===== config.mk =====
export PLATFORM = sky130hd
export DESIGN_NAME = clkdiv_chain_flat
export DESIGN_NICKNAME = d
export VERILOG_FILES = /design/src/rtl/clkdiv_pkg.sv /design/src/rtl/clkdiv_chain_if.sv /design/src/rtl/clkdiv_stage.sv /design/src/rtl/clkdiv_chain.sv /design/src/flat_wrapper.sv
export SDC_FILE = /design/constraint.sdc
export NUM_CORES = 1
export LEC_CHECK = 0
export CAP_MARGIN = 40
export CORE_MARGIN = 1.5
export CORE_UTILIZATION = 66
export CTS_CLUSTER_SIZE = 30
export DETAILED_ROUTE_END_ITERATION = 7
export PLACE_DENSITY = 0.86
export SYNTH_ARGS = -nofsm -noshare
export SYNTH_HDL_FRONTEND = slang
export SYNTH_SLANG_ARGS = --single-unit

===== constraint.sdc =====
create_clock -name clkin -period 13.4 [get_ports clkin]
set_clock_uncertainty 0.05 [all_clocks]
set_input_delay 2.01 -clock clkin [delete_from_list [all_inputs] [get_ports clkin]]
set_output_delay 2.01 -clock clkin [all_outputs]
set_load 0.02 [all_outputs]

===== src/rtl/clkdiv_pkg.sv =====
// clkdiv_pkg: shared limits, default divisors and configuration check for the divider chain
package clkdiv_pkg;
  localparam int NCH_MAX = 8;
  localparam int CW_MIN = 2;
  localparam int CW_MAX = 32;
  localparam int CHW = $clog2(NCH_MAX);
  localparam int DIV0_DEF = 5000;
  localparam int DIVN_DEF = 10;
  function automatic bit cfg_ok(input int nch, input int cw);
    return nch >= 1 && nch <= NCH_MAX && cw >= CW_MIN && cw <= CW_MAX;
  endfunction
endpackage


===== src/rtl/clkdiv_chain_if.sv =====
// clkdiv_chain_if: control/write inputs and per-stage tick/clock outputs of the divider chain
interface clkdiv_chain_if
  import clkdiv_pkg::*;
#(
  parameter int NCH = 2,
  parameter int CW = 13
);
  logic en;
  logic sync;
  logic wr_en;
  logic [CHW-1:0] wr_ch;
  logic [CW-1:0] wr_div;
  logic [NCH-1:0] tick_o;
  logic [NCH-1:0] clk_o;
  modport master(output en, sync, wr_en, wr_ch, wr_div, input tick_o, clk_o);
  modport slave(input en, sync, wr_en, wr_ch, wr_div, output tick_o, clk_o);
endinterface


===== src/rtl/clkdiv_stage.sv =====
// clkdiv_stage: one divider stage with shadow divisor, terminal tick and square-wave output
module clkdiv_stage
  import clkdiv_pkg::*;
#(
  parameter int CW = 13,
  parameter logic [CW-1:0] RST_DIV = CW'(DIVN_DEF)
) (
  input  logic          clkin,
  input  logic          clr,
  input  logic          pt,
  input  logic          sync,
  input  logic          wr,
  input  logic [CW-1:0] wr_div,
  output logic          tick,
  output logic          tick_q,
  output logic          clk_q
);
  logic [CW-1:0] cnt, div, pend, cnt_n, div_n, pend_n;
  assign tick = pt && (cnt == div - 1'b1);
  // the shadow divisor only becomes active at a wrap or sync, so a write never cuts a period short
  always_comb begin
    pend_n = wr ? ((wr_div == '0) ? CW'(1) : wr_div) : pend;
    cnt_n = (sync || tick) ? '0 : (pt ? cnt + 1'b1 : cnt);
    div_n = (sync || tick) ? pend_n : div;
  end
  always_ff @(posedge clkin) begin
    if (clr) begin
      cnt <= '0;
      div <= RST_DIV;
      pend <= RST_DIV;
      tick_q <= 1'b0;
      clk_q <= 1'b1;
    end else begin
      cnt <= cnt_n;
      div <= div_n;
      pend <= pend_n;
      tick_q <= tick && !sync;
      clk_q <= {1'b0, cnt_n} < (({1'b0, div_n} + 1'b1) >> 1);
    end
  end
endmodule


===== src/rtl/clkdiv_chain.sv =====
// clkdiv_chain: NCH cascaded programmable dividers; each stage counts the terminal ticks of the one before
module clkdiv_chain
  import clkdiv_pkg::*;
#(
  parameter int NCH = 2,
  parameter int CW = 13,
  parameter int DIV0 = DIV0_DEF,
  parameter int DIVN = DIVN_DEF
) (
  input logic clkin,
  input logic clr,
  clkdiv_chain_if.slave bus
);
  logic [NCH-1:0] pt, nx, tick_r, clk_r;
  assign pt = NCH'({nx, bus.en});
  assign bus.tick_o = tick_r;
  assign bus.clk_o = clk_r;
  if (!cfg_ok(NCH, CW)) begin : g_bad_cfg
    $error("clkdiv_chain: NCH or CW out of range");
  end
  for (genvar i = 0; i < NCH; i++) begin : g_stage
    clkdiv_stage #(
      .CW(CW),
      .RST_DIV(CW'(i == 0 ? DIV0 : DIVN))
    ) u_stage (
      .clkin(clkin),
      .clr(clr),
      .pt(pt[i]),
      .sync(bus.sync),
      .wr(bus.wr_en && bus.wr_ch == CHW'(i)),
      .wr_div(bus.wr_div),
      .tick(nx[i]),
      .tick_q(tick_r[i]),
      .clk_q(clk_r[i])
    );
  end
endmodule


===== src/flat_wrapper.sv =====
// flat-port wrapper written by rule: the top's interface ports become plain ports
module clkdiv_chain_flat import clkdiv_pkg::*;
#(
  parameter int NCH = 2,
  parameter int CW = 13,
  parameter int DIV0 = DIV0_DEF,
  parameter int DIVN = DIVN_DEF
)
  (clkin, clr, bus_en, bus_sync, bus_wr_en, bus_wr_ch, bus_wr_div, bus_tick_o, bus_clk_o);
  clkdiv_chain_if #(.NCH(NCH), .CW(CW)) bus_i ();
  input logic clkin;
  input logic clr;
  input wire logic [$bits(bus_i.en)-1:0] bus_en;
  input wire logic [$bits(bus_i.sync)-1:0] bus_sync;
  input wire logic [$bits(bus_i.wr_en)-1:0] bus_wr_en;
  input wire logic [$bits(bus_i.wr_ch)-1:0] bus_wr_ch;
  input wire logic [$bits(bus_i.wr_div)-1:0] bus_wr_div;
  output wire logic [$bits(bus_i.tick_o)-1:0] bus_tick_o;
  output wire logic [$bits(bus_i.clk_o)-1:0] bus_clk_o;
  assign bus_i.en = bus_en;
  assign bus_i.sync = bus_sync;
  assign bus_i.wr_en = bus_wr_en;
  assign bus_i.wr_ch = bus_wr_ch;
  assign bus_i.wr_div = bus_wr_div;
  assign bus_tick_o = bus_i.tick_o;
  assign bus_clk_o = bus_i.clk_o;
  clkdiv_chain #(.NCH(NCH), .CW(CW), .DIV0(DIV0), .DIVN(DIVN)) u_core (.clkin(clkin), .clr(clr), .bus(bus_i));
endmodule

==> results, run 1 <==
- For this design the ratio of total power to cell area is 83.9 nW/um2.
- The final weighted congestion in routability-driven placement is 0.898.
- The post-detailed-route DRC marker count is 0.
- Buffers inserted during clock tree synthesis total 9.
- The kind of start point of the critical path is an input port.
- Among all stages on the critical path, the largest delay is contributed by sky130_fd_sc_hd__clkdlybuf4s50_1.
- The actual slew at the worst max-slew pin is 0.735 ns.
- Of all cell types, the one taking the most synthesized area is sky130_fd_sc_hd__dfxtp_1.
- After clock tree synthesis, the clock-pin slew on the worst setup and hold paths is 0.09 ns.
- The synthesis warning total is 0.
- The smallest setup slack after layout is 6.69 ns.
- The sum of buffers and inverters on the critical path is 2.
- Global routing finished with a remaining overflow of 0.
- The final hold violation count is 0.
- The floorplan step defined a die boundary enclosing 9170 um2.
- The count of H-tree levels built during CTS is 3.
- With fillers left out, the area of the finished cells amounts to 6090 um2.
- The worst path needs 6.71 ns of the cycle, external delays included.
- Once the clock tree was built, the resizer swapped 0 gates to a different size.
- TritonCTS built the clock tree.
- The endpoint kind of the worst setup timing path is a flip-flop.
- The total number of vias is 5070.
- Setup repair after global routing left no endpoint under its margin.
- The period utilization is 0.501.
- The share of synthesized area occupied by flip-flops and latches is 0.289.
- Detailed placement finished with a half-perimeter wire length of 10000 um.
- The number of flops mapped to enable cells by yosys is 0.
- The number of antenna violations at the first check in global routing was 0.
- The tightest slew margin relative to the limit is 0.510.
- Once the clock tree was built, the setup fixing pass inserted 0 buffers.
- The flip-flop cell with the highest count after synthesis is sky130_fd_sc_hd__dfxtp_1.
- The buffer cell driving the clock tree root is sky130_fd_sc_hd__clkbuf_8.
- The cell count after synthesis came out at 719.
- The flow ran to the end, and the final reports show no timing, DRC or antenna violations.
- The first global-routing pass estimated 21800 um of wire.
- The clock passes through at most 2 buffers.
- The number of global-route vias before repair is 4566.
- The worst-skew pair later-pin latency is 0.36 ns.
- The core area is 8260 um2.
- The cell total after placement is 801.
- After detailed routing, the number of vias per cell comes to 6.21.
- After routing, the total negative slack on setup checks comes to 0 ns.
- The first routing iteration left 372 violations.
- The floorplan step set the die height to 95.8 um.
- The class of the tightest hold or removal check is flip-flop to flip-flop.
- Walking the worst path, the cells encountered are clkdlybuf4s50_1 > o2111ai_1 > a211oi_1 > o2111a_1 > and3_1 > a31o_2 > buf_12 > mux2i_1 > ha_1 > nand4_1 > xnor2_1 > nor2_1 > or3_1 > ha_1 > nand4_1 > or2_2 > o21ai_0 > nor3_1 > o21ai_0 > a31oi_1.
- Of all flip-flops after synthesis, the portion carrying an async set or reset was 0.
- A synthesized cell averages 7.90 um2.
- The width of the chip is 95.8 um.
- The number of pins exceeding their max-slew limit in the final report is 0.
- In this run the cell area of the synthesized design comes to 5680 um2.
- The pre-CTS worst setup slack is 6.40 ns.
- The worst voltage drop across the vdd grid is 95.5 uV.
- The maximum number of pins on one net before global-route repair is 75.
- The number of rows created at floorplan is 33.
- The area added between synthesis and finish is 7.23%.
- The post-cts hold buffer count is 0.
- The remaining antenna violation count is 0.
- The static leakage is 2.32 nW.
- For this configuration, the core starts out at a cell density of 0.688.
- The biggest cell delay along the critical path is 0.61 ns.
- The arrival time of data at the critical path endpoint is 6.91 ns.
- The data required time at the worst endpoint is 13.60 ns.
- The I/O pin count is 25.
- The category of the critical setup timing path is input port to flip-flop.
- The combined global-route utilization of all metal layers is 0.304.
- The iteration count of the initial detailed-routing pass is 5.
- In the post-synthesis netlist, the biggest area contributors are sky130_fd_sc_hd__dfxtp_1, sky130_fd_sc_hd__nor2_1, sky130_fd_sc_hd__xnor2_1.
- The reported max-cap violation count is 0.
- Grouping stages by cell kind, the critical path spends the most delay in compound AO/OA/AOI/OAI gates.
- The total routed wirelength is 13400 um.
- The number of sinks handled by clock tree synthesis is 82.
- The routed wire length per instance is 16.4 um.
- After synthesis the netlist holds a flip-flop and latch count of 82.
- The fmax is 0.149 GHz.
- Of all nets on the critical path, the largest fanout is 41.
- The portion of synthesized cell area occupied by the leading cell type is 0.289.
- The placed instances occupy a cell area of 5880 um2.
- The synthesized netlist contains 58 unique library cells.
- The share of layout cells above drive strength 1 is 0.0576.
- The count of buffers added on input and output ports is 24.
- The post-synth net total is 770.
- The diode insertion count for antenna repair is 0.
- The number of nets in the layout is 758.
- The final count of negative-setup-slack endpoints is 0.
- For this run, the number of standard cells in the final layout without fillers is 817.
## power by group
part	internal [mW]	switching (mW)	total, mW
Clock	0.0900	0.103	0.193
Sequential	0.248	0.00837	0.257
Combinational	0.0256	0.0349	0.0605
## cells in the mapped netlist, types with 13 or more instances
cell type	instances
sky130_fd_sc_hd__nor2_1	111
sky130_fd_sc_hd__dfxtp_1	82
sky130_fd_sc_hd__nand2_1	48
sky130_fd_sc_hd__xnor2_1	45
sky130_fd_sc_hd__mux2i_1	34
sky130_fd_sc_hd__xor2_1	34
sky130_fd_sc_hd__clkbuf_1	32
sky130_fd_sc_hd__ha_1	30
sky130_fd_sc_hd__o21ai_0	30
sky130_fd_sc_hd__nand3_1	25
sky130_fd_sc_hd__nor3_1	25
sky130_fd_sc_hd__nand2b_1	20
sky130_fd_sc_hd__nand4_1	18
sky130_fd_sc_hd__a21oi_1	17
sky130_fd_sc_hd__inv_1	14
sky130_fd_sc_hd__nor4_1	13
## cell type report
type                            instances  area [um2]
Clock buffer                            9         124
Clock inverter                          7        86.3
Fill cell                             629        2170
Inverter                               14        52.6
Multi-Input combinational cell        571        3760
Sequential cell                        82        1640
Tap cell                              105         131
Timing Repair Buffer                   29         289
## final timing paths
kind,startpoint,endpoint,slack (ns),cells past startpoint
worst max-delay path,bus_en,u_core.g_stage[1].u_stage.clk_q,6.69,20
worst min-delay path,u_core.g_stage[0].u_stage.pend[12],u_core.g_stage[0].u_stage.pend[12],0.48,2
worst min register to register,u_core.g_stage[0].u_stage.pend[12],u_core.g_stage[0].u_stage.pend[12],0.48,2
worst max register to register,u_core.g_stage[0].u_stage.div[0],u_core.g_stage[1].u_stage.clk_q,7.43,22
## worst register-to-register path: stages (launching register included)
cell,delay [ns]
sky130_fd_sc_hd__dfxtp_1,0.38
sky130_fd_sc_hd__inv_1,0.13
sky130_fd_sc_hd__ha_1,0.23
sky130_fd_sc_hd__or4b_1,0.52
sky130_fd_sc_hd__or3_1,0.37
sky130_fd_sc_hd__a211oi_1,0.38
sky130_fd_sc_hd__o2111a_1,0.28
sky130_fd_sc_hd__and3_1,0.35
sky130_fd_sc_hd__a31o_2,0.42
sky130_fd_sc_hd__buf_12,0.25
sky130_fd_sc_hd__mux2i_1,0.26
sky130_fd_sc_hd__ha_1,0.38
sky130_fd_sc_hd__nand4_1,0.17
sky130_fd_sc_hd__xnor2_1,0.16
sky130_fd_sc_hd__nor2_1,0.05
sky130_fd_sc_hd__or3_1,0.31
sky130_fd_sc_hd__ha_1,0.27
sky130_fd_sc_hd__nand4_1,0.11
sky130_fd_sc_hd__or2_2,0.33
sky130_fd_sc_hd__o21ai_0,0.17
sky130_fd_sc_hd__nor3_1,0.06
sky130_fd_sc_hd__o21ai_0,0.17
sky130_fd_sc_hd__a31oi_1,0.07
## per-stage QoR
step            util  total power [mW]  hold slack, ns
6_report       0.737             0.511           0.477
5_1_grt        0.737             0.528           0.517
4_1_cts        0.737             0.512           0.474
3_5_place_dp   0.712             0.322           0.447
3_3_place_gp   0.708             0.318           0.425
2_1_floorplan      -             0.302           0.392
## routing by layer
metal	GRT usage	vias to the layer above	share of wire
li1	-	2489	-
met1	0.431	2343	0.45
met2	0.467	219	0.45
met3	0.0561	19	0.076
met4	0.0968	0	0.016
met5	0	-	0
## registers in the layout, indices dropped and copies added, names as in the netlist
| signal | count |
|---|---|
| u_core.g_stage.u_stage.tick_q | 2 |
| u_core.g_stage.u_stage.clk_q | 2 |
| u_core.g_stage.u_stage.cnt | 26 |
| u_core.g_stage.u_stage.pend | 26 |
| u_core.g_stage.u_stage.div | 26 |
## cell families after synthesis
group                    after synthesis  share of synthesized area
AO/OA/AOI/OAI                         97                      0.108
XOR/XNOR                              79                      0.122
adder cells (fa/ha/maj)               30                     0.0661
buffers and inverters                 66                     0.0518
flip-flops                            82                      0.289
multiplexers                          42                     0.0765
AND/OR/NAND/NOR                      323                      0.287
## cells in the final DEF, fill, tap and decap left out, types with 18 or more instances in the layout
| cell type | synthesis | routed |
|---|---|---|
| sky130_fd_sc_hd__nand2_1 | 48 | 48 |
| sky130_fd_sc_hd__xnor2_1 | 45 | 45 |
| sky130_fd_sc_hd__ha_1 | 30 | 30 |
| sky130_fd_sc_hd__nand2b_1 | 20 | 20 |
| sky130_fd_sc_hd__nor2_1 | 111 | 111 |
| sky130_fd_sc_hd__o21ai_0 | 30 | 30 |
| sky130_fd_sc_hd__mux2i_1 | 34 | 34 |
| sky130_fd_sc_hd__clkdlybuf4s50_1 | 0 | 23 |
| sky130_fd_sc_hd__xor2_1 | 34 | 34 |
| sky130_fd_sc_hd__nor3_1 | 25 | 25 |
| sky130_fd_sc_hd__nand4_1 | 18 | 18 |
| sky130_fd_sc_hd__dfxtp_1 | 82 | 82 |
| sky130_fd_sc_hd__nand3_1 | 25 | 25 |
No activity file was read; power rests on OpenSTA's default activity.
==> run 2, diff against run 1 <==
CORE_UTILIZATION = 56   (was 66)
PLACE_DENSITY = 0.78   (was 0.86)
clock period = 5.79 ns   (was 13.4 ns; I/O delays follow)
==> run 2 against run 1 <==
Hold slack lost 0.017 ns. Total power is 140% higher. Sequential share of layout area fell by 0.31 points. Non-clock buffer count grew 4. Setup slack lost 6.4 ns. Critical path type is now flip-flop to flip-flop. Routed wire length grew 3.7%. Register-to-register slack lost 7.1 ns. First-iteration DRC count decreased by 12%.
==> results, run 2 (synthesis gave the netlist of run 1 again) <==
- The run finished with clean final reports.
- The vertical die dimension is 104 um.
- In the final layout, the share of cells above drive strength 1 is 0.0615.
- Along the worst hold path, the cell count comes to 2.
- The worst hold path belongs to the class flip-flop to flip-flop.
- Before antenna repair, the detailed router went through 8 iterations.
- The shortest period the worst path allows is 5.45 ns.
- After clock tree synthesis, the setup repair step added 0 buffers.
- The width of the chip is 104 um.
- Of the total power, registers draw 0.482.
- Summing over every cut layer, the via total after detailed routing is 5166.
- The clock buffer count from CTS is 9.
- The share of total power dissipated in the clock network is 0.402.
- In the layout the commonest cells are sky130_fd_sc_hd__nor2_1, sky130_fd_sc_hd__dfxtp_1, sky130_fd_sc_hd__nand2_1, sky130_fd_sc_hd__xnor2_1.
- The cell count of the worst reg-to-reg path is 22.
- The actual slew at the worst max-slew pin is 0.632 ns.
- Timing would allow up to 0.183 GHz.
- The commonest non-fill, non-tap cell in the layout is sky130_fd_sc_hd__nor2_1.
- The total power after layout is 1.23 mW.
- The count of H-tree levels built during CTS is 3.
- The starting density of the core is 0.578.
- Adding up every negative setup slack in the final design gives 0 ns.
- Prior to clock tree synthesis, the placed netlist has a worst setup slack of 0.313 ns.
- The worst-skew pair later-pin latency is 0.36 ns.
- On the critical path the largest part of the delay comes from simple AND/OR/NAND/NOR gates.
- The worst pin sits at a relative slew slack of 0.574.
- The reported max-cap violation count is 0.
- The area added between synthesis and finish is 8.48%.
- The number of buffers on the longest clock path is 2.
- The HPWL after detailed placement is 10400 um.
- Setup violations remaining at the end of the flow were counted as 0.
- The combined global-route utilization of all metal layers is 0.257.
- The switching power is 0.312 mW.
- The power per cell area is 200 nW/um2.
- The internal power of the cells totals 0.919 mW.
- The worst-path cell with the longest stage delay is sky130_fd_sc_hd__or4b_1.
- The remaining antenna violation count is 0.
- In this design, the stage delay of the slowest critical-path cell is 0.52 ns.
- At the end of routability-driven placement, the weighted congestion stood at 0.889.
- The clock slew seen by the registers of the worst setup and hold paths is 0.09 ns.
- STA classifies the critical path startpoint as a flip-flop.
- The post-CTS resize count is 0.
- The switching part of the total power is 0.253.
- After detailed placement, the total cell area comes to 5930 um2.
- The worst hold slack is 0.459 ns.
- The number of global-route vias before repair was 4740.
- The category of the critical setup timing path is flip-flop to flip-flop.
- After floorplanning, the core was sized to cover 9820 um2.
- The static leakage is 2.35 nW.
- The largest registers in the layout are u_core.g_stage.u_stage.cnt (26), u_core.g_stage.u_stage.div (26), u_core.g_stage.u_stage.pend (26).
- TritonCTS built the clock tree.
- The die covers 10800 um2.
- In the finished design, the share of the clock period the worst path needs comes to 0.942.
- The worst setup path is captured at a flip-flop.
- In this run the number of cells on the critical path is 22.
- The final layout contains routed wiring with a total length of 13900 um.
- The initial DRC count is 328.
- The critical path goes through inv_1 > ha_1 > or4b_1 > or3_1 > a211oi_1 > o2111a_1 > and3_1 > a31o_2 > buf_4 > a21oi_1 > ha_1 > nand4_1 > xnor2_1 > nor2_1 > or3_1 > ha_1 > nand4_1 > or2_2 > o21ai_0 > nor3_1 > o21ai_0 > a31oi_1.
- The post-cts hold buffer count is 0.
- Dividing the detail-routed via count by the number of cells gives 6.08.
- The sum of buffers and inverters on the critical path is 2.
- The worst voltage drop across the vdd grid is 188 uV.
- The number of sinks handled by clock tree synthesis is 82.
- The I/O pin count is 25.
- The share of total power dissipated in combinational logic is 0.116.
- The number of antenna diodes in the final layout is 0.
- The post-detailed-route DRC marker count is 0.
- The most frequent cell on the critical path is sky130_fd_sc_hd__ha_1.
- Setup slack closes at 0.338 ns.
- The number of antenna violations at the first check in global routing came to 0.
- STA puts the critical path data required time at 5.99 ns.
- After the last flow step, the layout net total stands at 762.
- Dividing the detail-routed wire length by the instance count gives 16.3 um.
- The largest driver fanout on the critical path is 35.
- The design area is 6160 um2.
- In this run the clock root is driven by a sky130_fd_sc_hd__clkbuf_8.
- The number of pins exceeding their max-slew limit in the final report is 0.
- The total grt overflow is 0.
- The number of rows created at floorplan is 36.
- The final hold violation count is 0.
- Setup repair after global routing left no endpoint under its margin.
- Entering global routing, the biggest net connects 43 pins.
- STA puts the critical path data arrival time at 5.65 ns.
- The wire length of the first global-routing pass is 22600 um.
- The count of input and output buffers is 24.
[run 2: changes by cell type in the layout (fill, tap and decap cells not counted)]
cell and delta:
sky130_fd_sc_hd__buf_4 +6, sky130_fd_sc_hd__inv_6 -1, sky130_fd_sc_hd__bufinv_16 +2, sky130_fd_sc_hd__buf_6 -1
sky130_fd_sc_hd__inv_8 -2, sky130_fd_sc_hd__buf_12 -1, sky130_fd_sc_hd__clkinv_2 +3, sky130_fd_sc_hd__clkinv_4 -2
sky130_fd_sc_hd__clkbuf_1 +1, sky130_fd_sc_hd__clkinvlp_4 -1
[run 2: through the flow]
step	utilization	instances
finish	0.627	849
global route	0.627	849
CTS	0.627	849
detailed placement	0.604	833
global placement	0.604	833
floorplan	-	719
[run 2: cell type report]
type	count	area [um2]
clock buffers	10	128
clock inverters	6	105
fillers	872	3660
inverters	14	52.6
multi-input cells	571	3760
flip-flops and latches	82	1640
well taps	133	166
repair buffers	33	303
[run 2: final timing paths]
| check | startpoint | end | slack (ns) |
|---|---|---|---|
| worst min register to register | u_core.g_stage[0].u_stage.pend[11] | u_core.g_stage[0].u_stage.pend[11] | 0.46 |
| worst max-delay path | u_core.g_stage[0].u_stage.div[0] | u_core.g_stage[1].u_stage.clk_q | 0.34 |
| worst min-delay path | u_core.g_stage[0].u_stage.pend[11] | u_core.g_stage[0].u_stage.pend[11] | 0.46 |
| worst max register to register | u_core.g_stage[0].u_stage.div[0] | u_core.g_stage[1].u_stage.clk_q | 0.34 |
[run 2: power by group through the flow]
stage	sequential, mW	clock (mW)	combinational (mW)
CTS	0.592	0.503	0.141
detailed placement	0.605	0	0.140
global placement	0.604	0	0.136
global route	0.594	0.521	0.157
finish	0.593	0.495	0.143
floorplan	0.594	0	0.106
[run 2: worst min-delay path, stage by stage, from the launching register on]
cell and delay (ns):
sky130_fd_sc_hd__dfxtp_1 0.32, sky130_fd_sc_hd__mux2i_1 0.08, sky130_fd_sc_hd__nor2_1 0.08
[run 2: routing by layer]
layer,global-route usage,wire [um]
met1,0.353,6290
met2,0.408,6310
met3,0.0302,974
met4,0.109,289
met5,0,0
